$ cat config.mk
export PLATFORM = sky130hd
export DESIGN_NAME = datapath_control_unit
export DESIGN_NICKNAME = d
export VERILOG_FILES = /design/src/rtl/dcu_pkg.sv /design/src/rtl/dcu_decode.sv /design/src/rtl/datapath_control_unit.sv
export SDC_FILE = /design/constraint.sdc
export NUM_CORES = 1
export LEC_CHECK = 0
export BUFFER_PORTS_ARGS = -buffer_cell sky130_fd_sc_hd__buf_2
export CAP_MARGIN = 20
export CORE_ASPECT_RATIO = 0.8
export CORE_UTILIZATION = 47
export CTS_BUF_LIST = sky130_fd_sc_hd__clkbuf_4 sky130_fd_sc_hd__clkbuf_8
export CTS_CLUSTER_SIZE = 20
export DETAILED_ROUTE_END_ITERATION = 8
export GPL_ROUTABILITY_DRIVEN = 0
export PLACE_DENSITY = 0.83
export SLEW_MARGIN = 20
export SYNTH_ARGS = -nofsm -noshare
export SYNTH_HDL_FRONTEND = slang
export SYNTH_SLANG_ARGS = --single-unit
$ cat constraint.sdc
create_clock -name clock -period 2.35 [get_ports clock]
set_clock_uncertainty 0.05 [all_clocks]
set_input_delay 0.3525 -clock clock [delete_from_list [all_inputs] [get_ports clock]]
set_output_delay 0.3525 -clock clock [all_outputs]
set_load 0.02 [all_outputs]
$ cat src/rtl/dcu_pkg.sv
// rtl/dcu_pkg.sv - states, opcodes, ALU codes and IR field positions shared by the control unit
package dcu_pkg;

    typedef enum logic [3:0] {
        IDLE, T0, T1, T2, T3, T4, T5, T6, T7, HALT
    } dcuState_t;

    localparam logic [4:0] ALU_ADD = 5'd3;
    localparam logic [4:0] ALU_SUB = 5'd4;
    localparam logic [4:0] ALU_AND = 5'd5;
    localparam logic [4:0] ALU_OR  = 5'd6;

    localparam logic [4:0] OP_LD   = 5'b00000;
    localparam logic [4:0] OP_LDI  = 5'b00001;
    localparam logic [4:0] OP_ST   = 5'b00010;
    localparam logic [4:0] OP_ADD  = 5'b00011;
    localparam logic [4:0] OP_SUB  = 5'b00100;
    localparam logic [4:0] OP_AND  = 5'b00101;
    localparam logic [4:0] OP_OR   = 5'b00110;
    localparam logic [4:0] OP_ADDI = 5'b01000;
    localparam logic [4:0] OP_HALT = 5'b11011;

    localparam int OP_HI = 31;
    localparam int OP_LO = 27;
    localparam int RA_HI = 26;
    localparam int RA_LO = 23;
    localparam int RB_HI = 22;
    localparam int RB_LO = 19;
    localparam int RC_HI = 18;
    localparam int RC_LO = 15;
    localparam int C_HI  = 18;
    localparam int C_LO  = 0;

    typedef struct packed {
        logic       pcOut;
        logic       zloOut;
        logic       mdrOut;
        logic       cOut;
        logic       rOut;
        logic       baOut;
        logic       pcIn;
        logic       irIn;
        logic       marIn;
        logic       mdrIn;
        logic       yIn;
        logic       zIn;
        logic       rIn;
        logic       gra;
        logic       grb;
        logic       grc;
        logic       incPc;
        logic       read;
        logic       write;
        logic       illegal;
        logic [4:0] aluControl;
    } ctrl_t;

    function automatic logic opIsAlu(input logic [4:0] op);
        return (op == OP_ADD) || (op == OP_SUB) || (op == OP_AND) || (op == OP_OR);
    endfunction

    // ld, ldi and st all form C + (Rb or 0) in T3..T4
    function automatic logic opUsesOffset(input logic [4:0] op);
        return (op == OP_LD) || (op == OP_LDI) || (op == OP_ST);
    endfunction

    function automatic logic opIsDefined(input logic [4:0] op);
        return opUsesOffset(op) || opIsAlu(op) || (op == OP_ADDI);
    endfunction

    function automatic logic [4:0] aluFor(input logic [4:0] op);
        case (op)
            OP_SUB:  return ALU_SUB;
            OP_AND:  return ALU_AND;
            OP_OR:   return ALU_OR;
            default: return ALU_ADD;
        endcase
    endfunction

endpackage

$ cat src/rtl/dcu_decode.sv
// rtl/dcu_decode.sv - combinational map of sequencer state and opcode to the control-strobe bundle
module dcu_decode
    import dcu_pkg::*;
(
    input  dcuState_t  state,
    input  logic [4:0] op,
    input  logic       memRdy,
    output ctrl_t      ctrl
);

    always_comb begin
        ctrl = '0;
        case (state)
            T0: begin
                ctrl.pcOut      = 1'b1;
                ctrl.marIn      = 1'b1;
                ctrl.incPc      = 1'b1;
                ctrl.zIn        = 1'b1;
                ctrl.aluControl = ALU_ADD;
            end
            T1: begin
                // PC only reloads once the fetch read completes, so a stall cannot double-increment
                ctrl.zloOut = 1'b1;
                ctrl.read   = 1'b1;
                ctrl.mdrIn  = 1'b1;
                ctrl.pcIn   = memRdy;
            end
            T2: begin
                ctrl.mdrOut = 1'b1;
                ctrl.irIn   = 1'b1;
            end
            T3: begin
                if (opUsesOffset(op)) begin
                    ctrl.grb   = 1'b1;
                    ctrl.baOut = 1'b1;
                    ctrl.yIn   = 1'b1;
                end else if (opIsAlu(op) || (op == OP_ADDI)) begin
                    ctrl.grb  = 1'b1;
                    ctrl.rOut = 1'b1;
                    ctrl.yIn  = 1'b1;
                end else if (op != OP_HALT) begin
                    ctrl.illegal = 1'b1;
                end
            end
            T4: begin
                ctrl.zIn = 1'b1;
                if (opIsAlu(op)) begin
                    ctrl.grc        = 1'b1;
                    ctrl.rOut       = 1'b1;
                    ctrl.aluControl = aluFor(op);
                end else begin
                    ctrl.cOut       = 1'b1;
                    ctrl.aluControl = ALU_ADD;
                end
            end
            T5: begin
                ctrl.zloOut = 1'b1;
                if ((op == OP_LD) || (op == OP_ST)) begin
                    ctrl.marIn = 1'b1;
                end else begin
                    ctrl.gra = 1'b1;
                    ctrl.rIn = 1'b1;
                end
            end
            T6: begin
                ctrl.mdrIn = 1'b1;
                if (op == OP_LD) begin
                    ctrl.read = 1'b1;
                end else begin
                    ctrl.gra  = 1'b1;
                    ctrl.rOut = 1'b1;
                end
            end
            T7: begin
                if (op == OP_LD) begin
                    ctrl.mdrOut = 1'b1;
                    ctrl.gra    = 1'b1;
                    ctrl.rIn    = 1'b1;
                end else begin
                    ctrl.write = 1'b1;
                end
            end
            default: ;
        endcase
    end

endmodule

$ cat src/rtl/datapath_control_unit.sv
// rtl/datapath_control_unit.sv - hardwired fetch/execute sequencer for the single-bus datapath
// Optional DCU_SINGLE_STEP_EN: one instruction per rising edge of run.
module datapath_control_unit
    import dcu_pkg::*;
#(
    parameter int CNT_W = 16
) (
    input  logic             clock,
    input  logic             clear,
    input  logic             run,
    input  logic [31:0]      ir,
    input  logic             mem_rdy,
    output logic             PCout,
    output logic             ZLOout,
    output logic             MDRout,
    output logic             Cout,
    output logic             Rout,
    output logic             BAout,
    output logic             PCin,
    output logic             IRin,
    output logic             MARin,
    output logic             MDRin,
    output logic             Yin,
    output logic             Zin,
    output logic             Rin,
    output logic             Gra,
    output logic             Grb,
    output logic             Grc,
    output logic             IncPC,
    output logic             Read,
    output logic             Write,
    output logic [4:0]       aluControl,
    output logic             halted,
    output logic             illegal,
    output logic [CNT_W-1:0] instr_count
);

    dcuState_t  state;
    dcuState_t  stateNext;
    ctrl_t      ctrl;
    logic [4:0] op;
    logic       endInstr;
    logic       startReq;
    logic       keepRunning;
    logic       unusedIrBits;

    assign op = ir[OP_HI:OP_LO];
    assign unusedIrBits = ^{ir[RA_HI:RA_LO], ir[RB_HI:RB_LO], ir[RC_HI:RC_LO], ir[C_HI:C_LO]};

`ifdef DCU_SINGLE_STEP_EN
    logic runPrev;

    always_ff @(posedge clock or posedge clear) begin
        if (clear) begin
            runPrev <= 1'b0;
        end else begin
            runPrev <= run;
        end
    end

    assign startReq    = run & ~runPrev;
    assign keepRunning = 1'b0;
`else
    assign startReq    = run;
    assign keepRunning = run;
`endif

    always_ff @(posedge clock or posedge clear) begin
        if (clear) begin
            state <= IDLE;
        end else begin
            state <= stateNext;
        end
    end

    always_comb begin
        stateNext = state;
        endInstr  = 1'b0;
        case (state)
            IDLE: if (startReq) stateNext = T0;
            T0:   stateNext = T1;
            T1:   if (mem_rdy) stateNext = T2;
            T2:   stateNext = T3;
            T3: begin
                if (op == OP_HALT) begin
                    stateNext = HALT;
                end else if (opIsDefined(op)) begin
                    stateNext = T4;
                end else begin
                    endInstr = 1'b1;
                end
            end
            T4:   stateNext = T5;
            T5: begin
                if ((op == OP_LD) || (op == OP_ST)) begin
                    stateNext = T6;
                end else begin
                    endInstr = 1'b1;
                end
            end
            // ld waits for its data read in T6; st waits for its write in T7
            T6:   if ((op == OP_ST) || mem_rdy) stateNext = T7;
            T7:   if ((op == OP_LD) || mem_rdy) endInstr = 1'b1;
            HALT: stateNext = HALT;
            default: stateNext = IDLE;
        endcase
        if (endInstr) begin
            stateNext = keepRunning ? T0 : IDLE;
        end
    end

    always_ff @(posedge clock or posedge clear) begin
        if (clear) begin
            instr_count <= '0;
        end else if (endInstr && opIsDefined(op)) begin
            instr_count <= instr_count + CNT_W'(1);
        end
    end

    dcu_decode u_decode (
        .state  (state),
        .op     (op),
        .memRdy (mem_rdy),
        .ctrl   (ctrl)
    );

    assign PCout      = ctrl.pcOut;
    assign ZLOout     = ctrl.zloOut;
    assign MDRout     = ctrl.mdrOut;
    assign Cout       = ctrl.cOut;
    assign Rout       = ctrl.rOut;
    assign BAout      = ctrl.baOut;
    assign PCin       = ctrl.pcIn;
    assign IRin       = ctrl.irIn;
    assign MARin      = ctrl.marIn;
    assign MDRin      = ctrl.mdrIn;
    assign Yin        = ctrl.yIn;
    assign Zin        = ctrl.zIn;
    assign Rin        = ctrl.rIn;
    assign Gra        = ctrl.gra;
    assign Grb        = ctrl.grb;
    assign Grc        = ctrl.grc;
    assign IncPC      = ctrl.incPc;
    assign Read       = ctrl.read;
    assign Write      = ctrl.write;
    assign aluControl = ctrl.aluControl;
    assign illegal    = ctrl.illegal;
    assign halted     = (state == HALT);

endmodule

==> metrics.csv, run 1 <==
stage,metric,value,unit
clock_tree,Worst-path clk slew,0.07,ns
floorplanning,core area,0.002872,mm^2
global_routing,Most Crowded Layer GR,met2,
timing,worst-margin pin slew,0.7112,ns
worst_setup_path,"delay-heaviest family, CP",simple AND/OR/NAND/NOR gates,
cells_and_area,Layout Nets,267,
timing,setup violators final,0,
timing,max-slew violation count,0,
drt,DR WL/cell,13.29,um
clock_tree,Clock Tree Buf Depth,2,
cells_and_area,Multi-input gate area,873.3,um^2
clock_tree,TritonCTS clock tree,built,
timing,fin crit period,2.186,ns
drt,final wirelength,3.534,mm
floorplanning,Die X,64.90,um
clock_tree,CTS Root Cell,clkbuf_8,
clock_tree,TritonCTS Sinks,20,
drt,1st-iter DRT viols,150,
logic_synthesis,Yosys reg bits,20,
drt,vias,1450,
clock_tree,cts bufs inserted,3,
worst_setup_path,crit-path cells,or4b_4 -> or3_4 -> a31oi_4 -> buf_4 -> nand4_1 -> xnor2_1,
clock_tree,clock latency on the worst-skew pair,0.25,ns
worst_setup_path,Crit path buffers/inverters,1,
clock_tree,hold buffer count at cts,0,
cells_and_area,register area,500.5,um^2
timing,fmax,457.4,MHz
drt,Initial DRT Pass Iterations,4,
power,PD cells,1002,mW/mm^2
run_status,status,"complete, no violations",
drt,via/cell ratio,5.451,
global_routing,Total GRT Usage,22.07,%
power,Leakage Power,0.9438,nW
timing,setup_tns,0,ns
job,maxcap violations,0,
floorplanning,starting density of the core,51.81,%
global_routing,Overflow after GRT,0,
worst_setup_path,Worst EP arrival,2.28,ns
cells_and_area,"most common cell after layout, fill and taps aside",buf_2,
global_routing,initial antenna violation count,0,
drt,Remaining DRCs,0,
cells_and_area,Fillers,257,
place,Port Buffers,48,
timing,Hold WS,0.1532,ns
worst_setup_path,Critical Path Fanout Max,9,
logic_synthesis,Synth Cell Area,0.001488,mm^2
timing,final hold vios,0,
global_routing,vias in the first global route,1254,
cells_and_area,# diodes,0,
worst_setup_path,Crit-path slowest cell,or4b_4,
drt,antenna-violating nets left,0,
cells_and_area,share of layout cells above drive strength 1,32.02,%
cells_and_area,Area Growth Syn to Fin,22.29,%
logic_synthesis,register area share after synthesis,33.64,%
worst_setup_path,CP endpoint kind,flip-flop,
global_routing,first-pass GRT wire length,5.685,mm
global_routing,largest net degree at the start of global routing,21,
logic_synthesis,cells after synthesis,180,
global_routing,met2 global-route usage,35.07,%
power,Pwr Total,1.823,mW
worst_setup_path,CP Class,reg -> reg,
logic_synthesis,Netlist cell types,45,
logic_synthesis,Post-synth top flop,dfrtp_1,
logic_synthesis,Yosys warning total,0,
worst_setup_path,Setup crit start kind,flip-flop,
worst_setup_path,crit-path max cell delay,0.57,ns
logic_synthesis,ys async rst share,100.0,%
global_routing,routing usage on met3,5.652,%
hold_path,class of the worst hold path,in -> async,
timing,Tcrit/Tclk final,93.04,%
logic_synthesis,Post-synth EDFFs,0,
floorplanning,DIE AREA,0.003396,mm^2
floorplanning,# IOs,78,
logic_synthesis,post-synthesis area per instance,8.265,um^2
timing,Worst slew margin,52.53,%
cells_and_area,"commonest non-fill, non-tap cells in the layout","48 x buf_2, 24 x nor2_1, 20 x dfrtp_1, 16 x xnor2_1, 15 x nand2_1",
place,hpwl dp,2.772,mm
worst_setup_path,"Req. time, crit path",2.44,ns
global_routing,M1 GR Usage,30.41,%
power,Max VDD drop,0.0005820,V
clock_tree,CTS H-Tree Depth,1,
floorplanning,Die Ht,52.32,um
floorplanning,Site Rows,17,
timing,RSZ-0062 raised after global routing,false,
## logic make-up (layout without fill, tap and decap cells)
kind of cell	count (synthesis)	after routing	share of synthesized area, %
AND/OR/NAND/NOR	91	91	33.81
AO/OA/AOI/OAI	25	25	11.61
buffers and inverters	23	70	8.410
flip-flops	20	20	33.64
XOR/XNOR	17	17	10.01
multiplexers	2	2	1.430
adder cells (fa/ha/maj)	1	1	0.8409
other	1	2	0.2521
## cells in the mapped netlist (2+ instances only)
| library cell | count | share of area (%) |
|---|---|---|
| a21oi_1 | 7 | 2.4 |
| a32oi_1 | 2 | 1.2 |
| and2_1 | 3 | 1.3 |
| and3_1 | 5 | 2.1 |
| buf_4 | 4 | 2.0 |
| buf_6 | 3 | 2.3 |
| clkbuf_1 | 8 | 2.0 |
| dfrtp_1 | 20 | 34 |
| inv_1 | 7 | 1.8 |
| nand2_1 | 15 | 3.8 |
| nand2b_1 | 6 | 2.5 |
| nand3_1 | 9 | 3.0 |
| nand4_1 | 8 | 3.4 |
| nand4_2 | 2 | 1.7 |
| nand4b_1 | 2 | 1.2 |
| nor2_1 | 24 | 6.1 |
| nor2b_1 | 3 | 1.3 |
| nor3_1 | 3 | 1.0 |
| nor3b_1 | 2 | 1.0 |
| o21ai_0 | 6 | 2.0 |
| o22ai_1 | 2 | 0.84 |
| xnor2_1 | 16 | 9.4 |
## where the power goes
| part | internal (mW) | total [mW] | switching [mW] |
|---|---|---|---|
| logic | 0.427 | 1.14 | 0.713 |
| registers | 0.406 | 0.469 | 0.0633 |
| clock network | 0.114 | 0.214 | 0.100 |
## cell type report
class / instances / share of cell area (%)
multi-input combinational: 138 / 48.01
inverter: 7 / 1.444
tap: 38 / 2.613
clock buffer: 3 / 2.270
sequential: 20 / 27.51
timing repair buffer: 60 / 18.16
## per-stage QoR
step	util, %	std cells	worst slack [ns]	instance area, um^2
2_1_floorplan	-	181	0.01140	1491
3_3_place_gp	61.66	263	0.1110	1770
3_5_place_dp	61.66	263	0.02415	1770
4_1_cts	63.09	266	0.0006319	1812
5_1_grt	63.36	266	0.03255	1819
6_report	63.36	266	0.1635	1819
## layer usage
metal,part of all wire (%),vias up
met5,0,-
met4,0.28,0
met3,5.9,2
met2,48,46
met1,46,685
li1,-,717
## final timing paths
path	startpoint	to	slack, ns	cells past startpoint
max	state[1]$_DFFE_PP0P_	instr_count[13]$_DFFE_PP0P_	0.16	6
min	clear	instr_count[0]$_DFFE_PP0P_	0.15	2
max reg2reg	state[1]$_DFFE_PP0P_	instr_count[13]$_DFFE_PP0P_	0.16	6
min reg2reg	instr_count[15]$_DFFE_PP0P_	instr_count[15]$_DFFE_PP0P_	0.43	1
max in group asynchronous	clear	instr_count[10]$_DFFE_PP0P_	1.64	2
min in group clock	run	state[0]$_DFFE_PP0P_	0.33	3
## registers in the layout (all words and copies together) (netlist names)
register,flops
instr_count,16
state,4
## repair_timing
action	CTS	global route
gates resized for setup	0	2
buffers inserted	0	0
endpoints found under the setup margin	0	2
Note: power is estimated with default switching activity, not from simulation.
==> run 2, diff against run 1 <==
Settings changed: CELL_PAD_IN_SITES_DETAIL_PLACEMENT set to 1, CELL_PAD_IN_SITES_GLOBAL_PLACEMENT set to 1, CORE_UTILIZATION 47 to 35, PLACE_DENSITY 0.83 to 0.88.
Clock period 2.35 ns to 2.6 ns, I/O delays scaled along.
==> run 2 against run 1 <==
Against the previous run:
- first-iteration DRC count decreased by 55%
- final area increased by 0.34%
- sequential share of layout area decreased by 0.094 points
- clock-buffer cell count unchanged
- global-route usage decreased by 1.3 points
- core utilization decreased by 17 points
- setup slack got worse by 0.063 ns
- wire length increased by 26%
- combinational power decreased by 6%
- clock power increased by 48%
- via count increased by 2.4%
- largest cell class unchanged
- largest power group unchanged
==> metrics.csv, run 2 (synthesis gave the netlist of run 1 again) <==
stage,metric,value,unit,change
cells_and_area,biggest regs,"instr_count (16), state (4)",,
job,maxcap violations,0,,unchanged
clock_tree,hold buffer count at cts,0,,unchanged
drt,via/cell ratio,5.323,,-2.4%
timing,Worst slew margin,48.82,%,-3.7 points
clock_tree,"Gates resized, CTS repair",0,,unchanged
drt,Initial DRT Pass Iterations,4,,unchanged
global_routing,Overflow after GRT,0,,unchanged
worst_setup_path,"Req. time, crit path",2.16,ns,-0.28 ns
drt,final wirelength,4.451,mm,+26%
floorplanning,Die Ht,60.32,um,+15%
cells_and_area,"most common cell after layout, fill and taps aside",buf_2,,
cells_and_area,largest register by flop count,instr_count,,
drt,antenna-violating nets left,0,,unchanged
cells_and_area,Non-Filler Instances,279,,+4.9%
cells_and_area,Largest register FFs,16,,unchanged
power,Clock Power Share,17.4,%,+5.7 points
timing,setup violators final,0,,unchanged
cells_and_area,Fillers,507,,+97%
global_routing,vias in the first global route,1421,,+13%
cells_and_area,"commonest non-fill, non-tap cells in the layout","48 x buf_2, 24 x nor2_1, 20 x dfrtp_1, 16 x xnor2_1, 15 x nand2_1",,
worst_setup_path,CP Class,reg -> out,,
drt,Remaining DRCs,0,,unchanged
global_routing,largest net degree at the start of global routing,21,,unchanged
clock_tree,cts bufs inserted,3,,unchanged
clock_tree,Worst-path clk slew,0.08,ns,about the same
worst_setup_path,reg2reg start,state[1]$_DFFE_PP0P_,,
clock_tree,clock latency on the worst-skew pair,0.26,ns,about the same
timing,setup_tns,0,ns,unchanged
floorplanning,DIE AREA,0.004517,mm^2,+33%
clock_tree,TritonCTS Sinks,20,,unchanged
timing,worst-margin pin slew,0.7669,ns,+0.05569 ns
floorplanning,Die X,74.89,um,+15%
power,Max VDD drop,0.0004671,V,-20%
global_routing,Total GRT Usage,20.81,%,-1.3 points
floorplanning,Site Rows,20,,+3
cells_and_area,Area Growth Syn to Fin,22.71,%,
timing,max-slew violation count,0,,unchanged
place,hpwl dp,3.312,mm,+19%
clock_tree,TritonCTS clock tree,built,,
worst_setup_path,Register-to-Register Path Depth,6,,unchanged
timing,Tcrit/Tclk final,96.15,%,
power,Int Pwr,0.9481,mW,+0.13%
place,Port Buffers,48,,unchanged
timing,Hold WS,0.2063,ns,+0.05313 ns
power,sequential fraction of design power,23.7,%,-2.0 points
clock_tree,CTS H-Tree Depth,1,,unchanged
drt,DR WL/cell,15.95,um,+20%
drt,1st-iter DRT viols,68,,-55%
power,PD cells,994.6,mW/mm^2,-0.74%
worst_setup_path,CP endpoint kind,output port,,
floorplanning,starting density of the core,37.87,%,-14 points
timing,setup ws final,0.1001,ns,-0.06341 ns
cells_and_area,# diodes,0,,unchanged
power,Leakage Power,0.9288,nW,-1.6%
place,Placed Cells,275,,+4.6%
hold_path,class of the worst hold path,in -> async,,
floorplanning,core area,0.003929,mm^2,+37%
worst_setup_path,Setup crit start kind,flip-flop,,
power,NetSw,0.8676,mW,-0.97%
timing,final hold vios,0,,unchanged
clock_tree,CTS Root Cell,clkbuf_8,,
run_status,status,"complete, no violations",,
worst_setup_path,worst r2r dst,instr_count[12]$_DFFE_PP0P_,,
worst_setup_path,Critical Path Fanout Max,6,,-3
cells_and_area,fin area,0.001826,mm^2,+0.34%
timing,fin crit period,2.500,ns,
timing,fmax,400.0,MHz,
global_routing,initial antenna violation count,0,,unchanged
place,Post-DP Area,0.001754,mm^2,-0.92%
drt,vias,1485,,+2.4%
place,Setup WS pre-CTS,0.1693,ns,+0.1451 ns
cells_and_area,Layout Nets,262,,-1.9%
floorplanning,# IOs,78,,unchanged
cells_and_area,share of layout cells above drive strength 1,30.36,%,-1.7 points
clock_tree,Clock Tree Buf Depth,2,,unchanged
clock_tree,Post-CTS Setup Inserts,0,,unchanged
worst_setup_path,Worst EP arrival,2.06,ns,-0.22 ns
power,power share of the combinational group,58.9,%,-3.6 points
timing,RSZ-0062 raised after global routing,false,,
global_routing,first-pass GRT wire length,7.134,mm,+25%
worst_setup_path,R2R Setup Slk,0.28,ns,+0.12 ns
power,switching share of total power,47.79,%,-0.27 points
==> run 2: routing by layer <==
metal	up-vias	track usage [%]	share of wire, %
met3	6	2.024	5.2
met4	0	5.391	1.1
met2	57	33.20	47
li1	706	-	-
met5	-	0	0
met1	716	30.12	47
==> run 2: power groups by stage <==
stage	Combinational (mW)	Clock [mW]	Sequential, mW
2_1_floorplan	0.729	0	0.440
3_3_place_gp	1.00	0	0.425
3_5_place_dp	1.05	0	0.427
4_1_cts	1.06	0.317	0.427
5_1_grt	1.16	0.329	0.436
6_report	1.07	0.316	0.430
==> run 2: critical path: stages (launching register included) <==
cell	delay, ns
dfrtp_1	0.44
or4b_2	0.78
o311ai_0	0.35
buf_2	0.23
==> run 2: worst max path at each step <==
| stage | startpoint | to | slack, ns | cells after the start |
|---|---|---|---|---|
| global placement | ir[31] | instr_count[12]$_DFFE_PP0P_ | 0.23 | 7 |
| floorplan | state[2]$_DFFE_PP0P_ | Rout | 0.12 | 3 |
| finish | state[3]$_DFFE_PP0P_ | Rout | 0.10 | 3 |
| global route | ir[31] | Gra | 0.01 | 6 |
| CTS | state[3]$_DFFE_PP0P_ | Rout | 0.12 | 3 |
| detailed placement | ir[31] | instr_count[12]$_DFFE_PP0P_ | 0.17 | 7 |
==> run 2: final cells by class <==
class / instances / area (um^2) / area share, %
multi-input cells: 138 / 865.8 / 47.43
flip-flops and latches: 20 / 500.5 / 27.42
repair buffers: 55 / 292.8 / 16.04
well taps: 55 / 68.82 / 3.770
clock buffers: 3 / 41.29 / 2.262
clock inverters: 1 / 30.03 / 1.645
inverters: 7 / 26.28 / 1.439
==> run 2: metrics by stage <==
stage	total power, mW	util, %
global placement	1.430	44.65
global route	1.921	46.47
CTS	1.807	46.47
detailed placement	1.474	44.65
floorplan	1.168	-
finish	1.816	46.47
